<file path="src/rtl/uart_transmitter.sv">
// UART transmitter: 8N1-style framing (start bit, DATA_WIDTH data bits LSB first, one stop bit).
// All outputs, including the serial line, come straight from flops.
//
// state | meaning
// IDLE  | line high, counters cleared, waiting for i_start
// START | line low for one bit time
// DATA  | shifting payload out LSB first, one bit time per bit
// STOP  | line high for one bit time, o_done in its final cycle
module uart_transmitter #(
    parameter int CLOCK_COUNTER_WIDTH = 10,
    parameter int BIT_COUNTER_WIDTH   = 3,
    parameter int DATA_WIDTH          = 8,
    parameter int CLOCKS_PER_BIT      = 434
) (
    input  logic                  i_clock,
    input  logic                  i_resetL,
    input  logic                  i_start,
    input  logic [DATA_WIDTH-1:0] i_data,
    output logic                  o_TX,
    output logic                  o_busy,
    output logic                  o_done
);

    localparam logic [CLOCK_COUNTER_WIDTH-1:0] CLK_LAST = CLOCK_COUNTER_WIDTH'(CLOCKS_PER_BIT - 1);
    localparam logic [BIT_COUNTER_WIDTH-1:0]   BIT_LAST = BIT_COUNTER_WIDTH'(DATA_WIDTH - 1);
    localparam logic [CLOCK_COUNTER_WIDTH-1:0] CLK_ONE  = CLOCK_COUNTER_WIDTH'(1);
    localparam logic [BIT_COUNTER_WIDTH-1:0]   BIT_ONE  = BIT_COUNTER_WIDTH'(1);

    typedef enum logic [1:0] {
        IDLE  = 2'd0,
        START = 2'd1,
        DATA  = 2'd2,
        STOP  = 2'd3
    } state_t;

    state_t                         state_q,   state_d;
    logic [CLOCK_COUNTER_WIDTH-1:0] clk_cnt_q, clk_cnt_d;
    logic [BIT_COUNTER_WIDTH-1:0]   bit_idx_q, bit_idx_d;
    logic [DATA_WIDTH-1:0]          shift_q,   shift_d;
    logic                           tx_q,      tx_d;
    logic                           busy_q,    busy_d;
    logic                           done_q,    done_d;
    logic                           bit_end;

    always_comb begin
        state_d   = state_q;
        clk_cnt_d = clk_cnt_q;
        bit_idx_d = bit_idx_q;
        shift_d   = shift_q;
        bit_end   = (clk_cnt_q == CLK_LAST);

        unique case (state_q)
            IDLE: begin
                clk_cnt_d = '0;
                bit_idx_d = '0;
                if (i_start) begin
                    shift_d = i_data;
                    state_d = START;
                end
            end
            START: begin
                if (bit_end) begin
                    clk_cnt_d = '0;
                    bit_idx_d = '0;
                    state_d   = DATA;
                end else begin
                    clk_cnt_d = clk_cnt_q + CLK_ONE;
                end
            end
            DATA: begin
                if (bit_end) begin
                    clk_cnt_d = '0;
                    shift_d   = shift_q >> 1;
                    // Leave DATA on the last index rather than letting the index wrap.
                    if (bit_idx_q == BIT_LAST) begin
                        bit_idx_d = '0;
                        state_d   = STOP;
                    end else begin
                        bit_idx_d = bit_idx_q + BIT_ONE;
                    end
                end else begin
                    clk_cnt_d = clk_cnt_q + CLK_ONE;
                end
            end
            STOP: begin
                if (bit_end) begin
                    clk_cnt_d = '0;
                    state_d   = IDLE;
                end else begin
                    clk_cnt_d = clk_cnt_q + CLK_ONE;
                end
            end
            default: begin
                clk_cnt_d = '0;
                bit_idx_d = '0;
                state_d   = IDLE;
            end
        endcase

        // Outputs are decoded from the next state so they register together with it.
        unique case (state_d)
            START:   tx_d = 1'b0;
            DATA:    tx_d = shift_d[0];
            default: tx_d = 1'b1;
        endcase
        busy_d = (state_d != IDLE);
        done_d = (state_d == STOP) && (clk_cnt_d == CLK_LAST);
    end

    always_ff @(posedge i_clock or negedge i_resetL) begin
        if (!i_resetL) begin
            state_q   <= IDLE;
            clk_cnt_q <= '0;
            bit_idx_q <= '0;
            shift_q   <= '0;
            tx_q      <= 1'b1;
            busy_q    <= 1'b0;
            done_q    <= 1'b0;
        end else begin
            state_q   <= state_d;
            clk_cnt_q <= clk_cnt_d;
            bit_idx_q <= bit_idx_d;
            shift_q   <= shift_d;
            tx_q      <= tx_d;
            busy_q    <= busy_d;
            done_q    <= done_d;
        end
    end

    assign o_TX   = tx_q;
    assign o_busy = busy_q;
    assign o_done = done_q;

endmodule

</file>
<file path="config.mk">
export PLATFORM = sky130hd
export DESIGN_NAME = uart_transmitter
export DESIGN_NICKNAME = d
export VERILOG_FILES = /design/src/rtl/uart_transmitter.sv
export SDC_FILE = /design/constraint.sdc
export NUM_CORES = 1
export LEC_CHECK = 0
export BUFFER_PORTS_ARGS = -buffer_cell sky130_fd_sc_hd__buf_2
export CORE_MARGIN = 5
export CORE_UTILIZATION = 45
export CTS_BUF_LIST = sky130_fd_sc_hd__clkbuf_4 sky130_fd_sc_hd__clkbuf_8 sky130_fd_sc_hd__clkbuf_16
export DETAILED_ROUTE_END_ITERATION = 7
export GPL_TIMING_DRIVEN = 0
export PLACE_DENSITY_LB_ADDON = 0.1
export SYNTH_ARGS = -nofsm -noshare
export SYNTH_HDL_FRONTEND = slang
export SYNTH_SLANG_ARGS = --single-unit
</file>
<file path="constraint.sdc">
create_clock -name i_clock -period 3.3 [get_ports i_clock]
set_input_delay 0.66 -clock i_clock [delete_from_list [all_inputs] [get_ports i_clock]]
set_output_delay 0.66 -clock i_clock [all_outputs]
set_load 0.01 [all_outputs]
</file>
==> results.yml, run 1 <==
floorplanning:
  start_util: 0.478
  ios: 14
  die_width_um: 64.8
  dieArea_um2: 4200
  rows: 19
  die_h_um: 64.8
  coreArea_um2: 2830
timing:
  setup_viol: 0
  tns_ns: 0
  timing.final.crit_share: 0.554
  relSlewSlack: 0.627
  tightest_slew_ns: 0.559
  fmax_mhz: 547
  finalHoldViolCount: 0
  min_period_ns: 1.83
  rsz0062_at_grt: "no"
  maxSlewViolCount: 0
  hold_slack_ns: 0.305
  skew_ns: 0.0126
detailed_routing:
  ant_nets: 0
  drt-wirelength-per-cell_um: 14.5
  viasPerCell: 5.65
  vias: 967
  routed_wl_um: 2470
  drtIter0Drc: 60
  first_pass_iters: 4
  drc: 0
setup_path:
  slowest_stage: "clkbuf_1"
  cp_cell_sequence: "buf_2 -> nor3b_1 -> clkbuf_1 -> nor2_1 -> a22o_1"
  cp-start-kind: "flop"
  path_class: "flop to flop"
  cp_slowest_stage_delay_ns: 0.40
  path_delay_family: "buffers and inverters"
  worstSetupEndpointType: "flop"
  cp_num_buf_inv: 2
  crit_fanout: 10
  worstPathRequired_ns: 3.51
  arrival_ns: 2.04
logic_synthesis:
  synthAdderAreaFrac: 0.0370
  synthCells: 123
  synth_top_family_by_area: "simple AND/OR/NAND/NOR gates"
  synth-seq-cells: 26
  yosysWarnings: 0
  synth_cell_types: 44
  yosysSeqAreaShare: 0.482
  synthMuxAreaShare: 0
  syn_area_per_cell_um2: 11.0
  syn-num-nets: 138
  synth-compound-area-share: 0.170
  synth-xor-area-share: 0.0518
  synth_simple_gate_area_frac: 0.226
  syn-cell-area_um2: 1350
finish:
  final_common_cell: "dfrtp_1"
  area_delta_synth_final_pct: 10.4
  antenna_cells: 0
  drive_gt1_frac: 0.214
  num-fill-cells: 266
  final_cell_mix: "25 x dfrtp_1, 15 x buf_2, 14 x nor2_1"
  layout.nets: 156
clock_tree:
  clockBufferDepth: 2
  path_clk_slew_ns: 0.15
  cts_htree_levels: 1
  holdBufCountCts: 0
  clk_latency_ns: 0.32
  cts-root-buf: "clkbuf_4"
  cts_tree: "yes"
  cts_setup_buffers: 0
  ctsResizeCount: 0
  cts.sinks: 26
  numCtsBuffers: 3
global_routing:
  grt_pass1_vias: 964
  grt_util_all_layers: 0.131
  grt_pass1_wl_um: 4400
  grt-ovfl-total: 0
  antenna_found_initial: 0
  grt_start_max_net_pins: 27
placement:
  port_buffers: 13
  gp_congestion: 0.842
  hpwl_um: 1820
outcome:
  outcome: "finished, final reports clean"
flow_run:
  drv_cap: 0
power:
  power.leakage_nw: 0.682
  power_w: 0.000502
  power_density_nw_per_um2: 337
  vdd_drop_max_mv: 0.192
worst_hold_path:
  hold_class: "input pin to asynchronous set/reset pin"
[registers in the layout (all words and copies together) (netlist names)]
register,cells
bit_idx_q,3
o_done,1
shift_q,8
state_q,2
clk_cnt_q,10
o_TX,1
o_busy,1
[power breakdown]
part | internal (W) | total [W] | switching [W]
Sequential | 0.000324 | 0.000326 | 0.00000243
Combinational | 0.00000761 | 0.0000165 | 0.00000891
Clock | 0.0000673 | 0.000160 | 0.0000924
Total | 0.000399 | 0.000502 | 0.000104
[cell type report]
cell class              count  area, um^2  area share
flip-flops and latches     26         652       0.437
repair buffers             13        65.1      0.0436
inverters                   2        7.51     0.00503
plain buffers               6        37.5      0.0251
clock buffers               4        36.3      0.0243
well taps                  31        38.8      0.0260
multi-input cells          89         656       0.439
[layer usage]
metal  up-vias  GRT usage  share of wire  wire, um
met4         0     0.0475         0.0065        16
met2        18      0.192           0.42      1040
met5         -          0              0         0
li1        489          -              -         -
met3         2     0.0276          0.042       104
met1       458      0.191           0.53      1310
[worst reg2reg max path: stages (launching register included)]
cell	delay, ns
dfrtp_1	0.38
buf_2	0.18
nor3b_1	0.30
clkbuf_1	0.40
nor2_1	0.23
a22o_1	0.23
[final timing paths]
path / slack, ns / end / startpoint / cells after the start
min in group i_clock: 0.49 / shift_q[4] / shift_q[4] / 1
setup reg to reg: 1.47 / shift_q[7] / state_q[1] / 5
hold reg to reg: 0.49 / shift_q[4] / shift_q[4] / 1
max in group asynchronous: 2.61 / o_TX / i_resetL / 1
setup / recovery: 1.47 / shift_q[7] / state_q[1] / 5
hold / removal: 0.31 / clk_cnt_q[5] / i_resetL / 1
[cells in the mapped netlist, drive strengths merged]
cell     instances  area, um^2
xor2             3        26.3
and4             3        30.0
and2             1        6.26
nor2            15        58.8
o211ai           1        7.51
a32oi            1        8.76
buf              4        28.8
a21o             6        45.0
a22oi            1        7.51
nand3b           1        7.51
inv              2        7.51
a21oi            3        15.0
and4b            1        10.0
nor3             2        10.0
xnor2            5        43.8
nor2b            2        12.5
and3             1        6.26
or3b             1        8.76
dfstp            1        26.3
nand2            5        18.8
o32ai            1        27.5
a22o            10        87.6
or3              2        17.5
o2bb2ai          1        8.76
o21ai            2        10.0
nor3b            1        7.51
nand3            4        20.0
nor4             2        12.5
clkbuf           2        8.75
nand4            6        37.5
ha               4        50.1
and3b            1        8.76
nand4b           2        32.5
dfrtp           25         626
o31ai            1        12.5
[per-stage QoR]
step	cells	utilization	setup WS, ns	instance area (um^2)
floorplan	123	-	1.70	1350
global placement	167	0.515	1.36	1460
detailed placement	167	0.515	1.31	1460
CTS	171	0.528	1.46	1490
global route	171	0.528	1.31	1490
finish	171	0.528	1.47	1490
[cell families (layout without fill, tap and decap cells)]
kind of cell | Yosys count | count (layout)
adder cells (fa/ha/maj) | 4 | 4
XOR/XNOR | 8 | 8
AND/OR/NAND/NOR | 50 | 50
flip-flops | 26 | 26
buffers and inverters | 8 | 25
AO/OA/AOI/OAI | 27 | 27
(Power assumes the default switching activity.)
==> run 2: changes to the inputs <==
==> constraint.sdc (replaced) <==
create_clock -name i_clock -period 1.65 [get_ports i_clock]
set_input_delay 0.33 -clock i_clock [delete_from_list [all_inputs] [get_ports i_clock]]
set_output_delay 0.33 -clock i_clock [all_outputs]
set_load 0.01 [all_outputs]
==> run 2 against run 1 <==
The run now ends with setup timing left. Hold slack got worse by 0.041 ns. Via count is 10% higher. Global-route usage grew 0.29 points. Sequential share of layout area fell by 4.3 points. Critical path depth decreased by 1. Critical endpoint is now bit_idx_q[0]. Highest routed layer unchanged.
==> results.yml, run 2 (synthesis gave the netlist of run 1 again) <==
outcome:
  outcome: "finished, violations left"
  violations: "setup timing"
global_routing:
  grt-ovfl-total: 0
  grt_util_all_layers: 0.134
  grt_start_max_net_pins: 27
  antenna_found_initial: 0
  grt_pass1_vias: 984
  grt_pass1_wl_um: 4510
setup_path:
  arrival_ns: 1.89
  path_delay_family: "compound AO/OA/AOI/OAI gates"
  crit_path_start: "clk_cnt_q[9]"
  r2r_end: "bit_idx_q[0]"
  cp-start-kind: "flop"
  cp_num_buf_inv: 0
  crit_fanout: 4
  reg2regPathDepth: 4
  cp_slowest_stage_delay_ns: 0.47
  worstSetupEndpointType: "flop"
  slowest_stage: "dfrtp_2"
  reg2reg_from: "clk_cnt_q[9]"
  reg2reg_slack_ns: -0.02
  path_class: "flop to flop"
  cp_cell_sequence: "or3_4 -> o31ai_4 -> o21ai_2 -> a22o_1"
  worstPathRequired_ns: 1.86
timing:
  rsz0062_at_grt: "yes"
  fmax_mhz: 598
  hold_slack_ns: 0.264
  timing.final.crit_share: 1.01
  setup_viol: 3
  worst_slack_ns: -0.0231
  maxSlewViolCount: 0
  min_period_ns: 1.67
  skew_ns: 0.0122
  relSlewSlack: 0.620
  tightest_slew_ns: 0.570
  tns_ns: -0.0611
  finalHoldViolCount: 0
clock_tree:
  cts_htree_levels: 1
  numCtsBuffers: 3
  cts_tree: "yes"
  cts-root-buf: "clkbuf_4"
  path_clk_slew_ns: 0.14
  clockBufferDepth: 2
  clk_latency_ns: 0.32
  cts.sinks: 26
worst_hold_path:
  min-delay-start: "i_data[7]"
  hold_class: "input pin to flop"
  worst_hold_path.endpoint: "shift_q[7]"
  worstHoldPathCells: 2
floorplanning:
  die_h_um: 64.8
  ios: 14
  rows: 19
  coreArea_um2: 2830
  die_width_um: 64.8
  dieArea_um2: 4200
  start_util: 0.478
power:
  power.leakage_nw: 0.762
  vdd_drop_max_mv: 0.346
  power_density_nw_per_um2: 604
finish:
  layout.nets: 169
  area_delta_synth_final_pct: 23.3
  largest-register: "clk_cnt_q"
  multiInputGateArea_um2: 716
  final_cell_mix: "21 x dfrtp_1, 14 x buf_2, 13 x nor2_1, 13 x buf_4, 10 x a22o_1"
  num-fill-cells: 246
  top_regs: "clk_cnt_q x10, shift_q x8, bit_idx_q x3"
  final_cell_area_um2: 1670
  final_common_cell: "dfrtp_1"
  antenna_cells: 0
  regArea_um2: 657
  drive_gt1_frac: 0.379
  fin_cells: 184
  largest_register_ff_count: 10
placement:
  dp.cells: 167
  gp_congestion: 0.842
  pre_cts_ws_ns: -0.137
  port_buffers: 13
  placed_area_um2: 1460
  hpwl_um: 1820
detailed_routing:
  first_pass_iters: 4
  vias: 1066
  drc: 0
  ant_nets: 0
  drtIter0Drc: 55
  drt-wirelength-per-cell_um: 15.2
  routed_wl_um: 2800
  viasPerCell: 5.79
flow_run:
  drv_cap: 0
run 2: worst max path at each step:
stage / endpoint / slack, ns / depth (start not counted)
after floorplan: bit_idx_q[0] / 0.06 / 5
after global placement: shift_q[7] / -0.08 / 5
after detailed placement: shift_q[7] / -0.14 / 5
after CTS: o_TX / -0.02 / 6
after global routing: bit_idx_q[0] / -0.06 / 5
final: bit_idx_q[0] / -0.02 / 4
run 2: repair_timing:
item	in CTS	in global routing
resized for setup	5	15
endpoints found under the setup margin	12	20
hold buffers	1	0
pin swaps	1	5
hold endpoints to repair	12	0
buffers inserted	4	9
run 2: report_power, final:
| part | internal [W] | switching (W) |
|---|---|---|
| registers | 0.000647 | 0.00000492 |
| logic | 0.0000180 | 0.0000186 |
| clock network | 0.000135 | 0.000183 |
run 2: per-stage QoR:
| step | utilization | power, W |
|---|---|---|
| 6_report | 0.590 | 0.00101 |
| 2_1_floorplan | - | 0.000672 |
| 5_1_grt | 0.590 | 0.00106 |
| 3_5_place_dp | 0.515 | 0.000699 |
| 3_3_place_gp | 0.515 | 0.000697 |
| 4_1_cts | 0.549 | 0.00102 |
run 2: cell type report:
class                   count  area share
well taps                  31      0.0233
plain buffers               5      0.0240
clock buffers               4      0.0218
inverters                   2     0.00450
repair buffers             27       0.104
multi-input cells          89       0.429
flip-flops and latches     26       0.394
run 2: metal layers:
layer	part of all wire	track usage	wire (um)	vias up
met3	0.034	0.0276	94	5
met1	0.51	0.197	1440	527
met4	0.012	0.0475	34	0
met2	0.44	0.195	1230	17
li1	-	-	-	517
met5	0	0	0	-
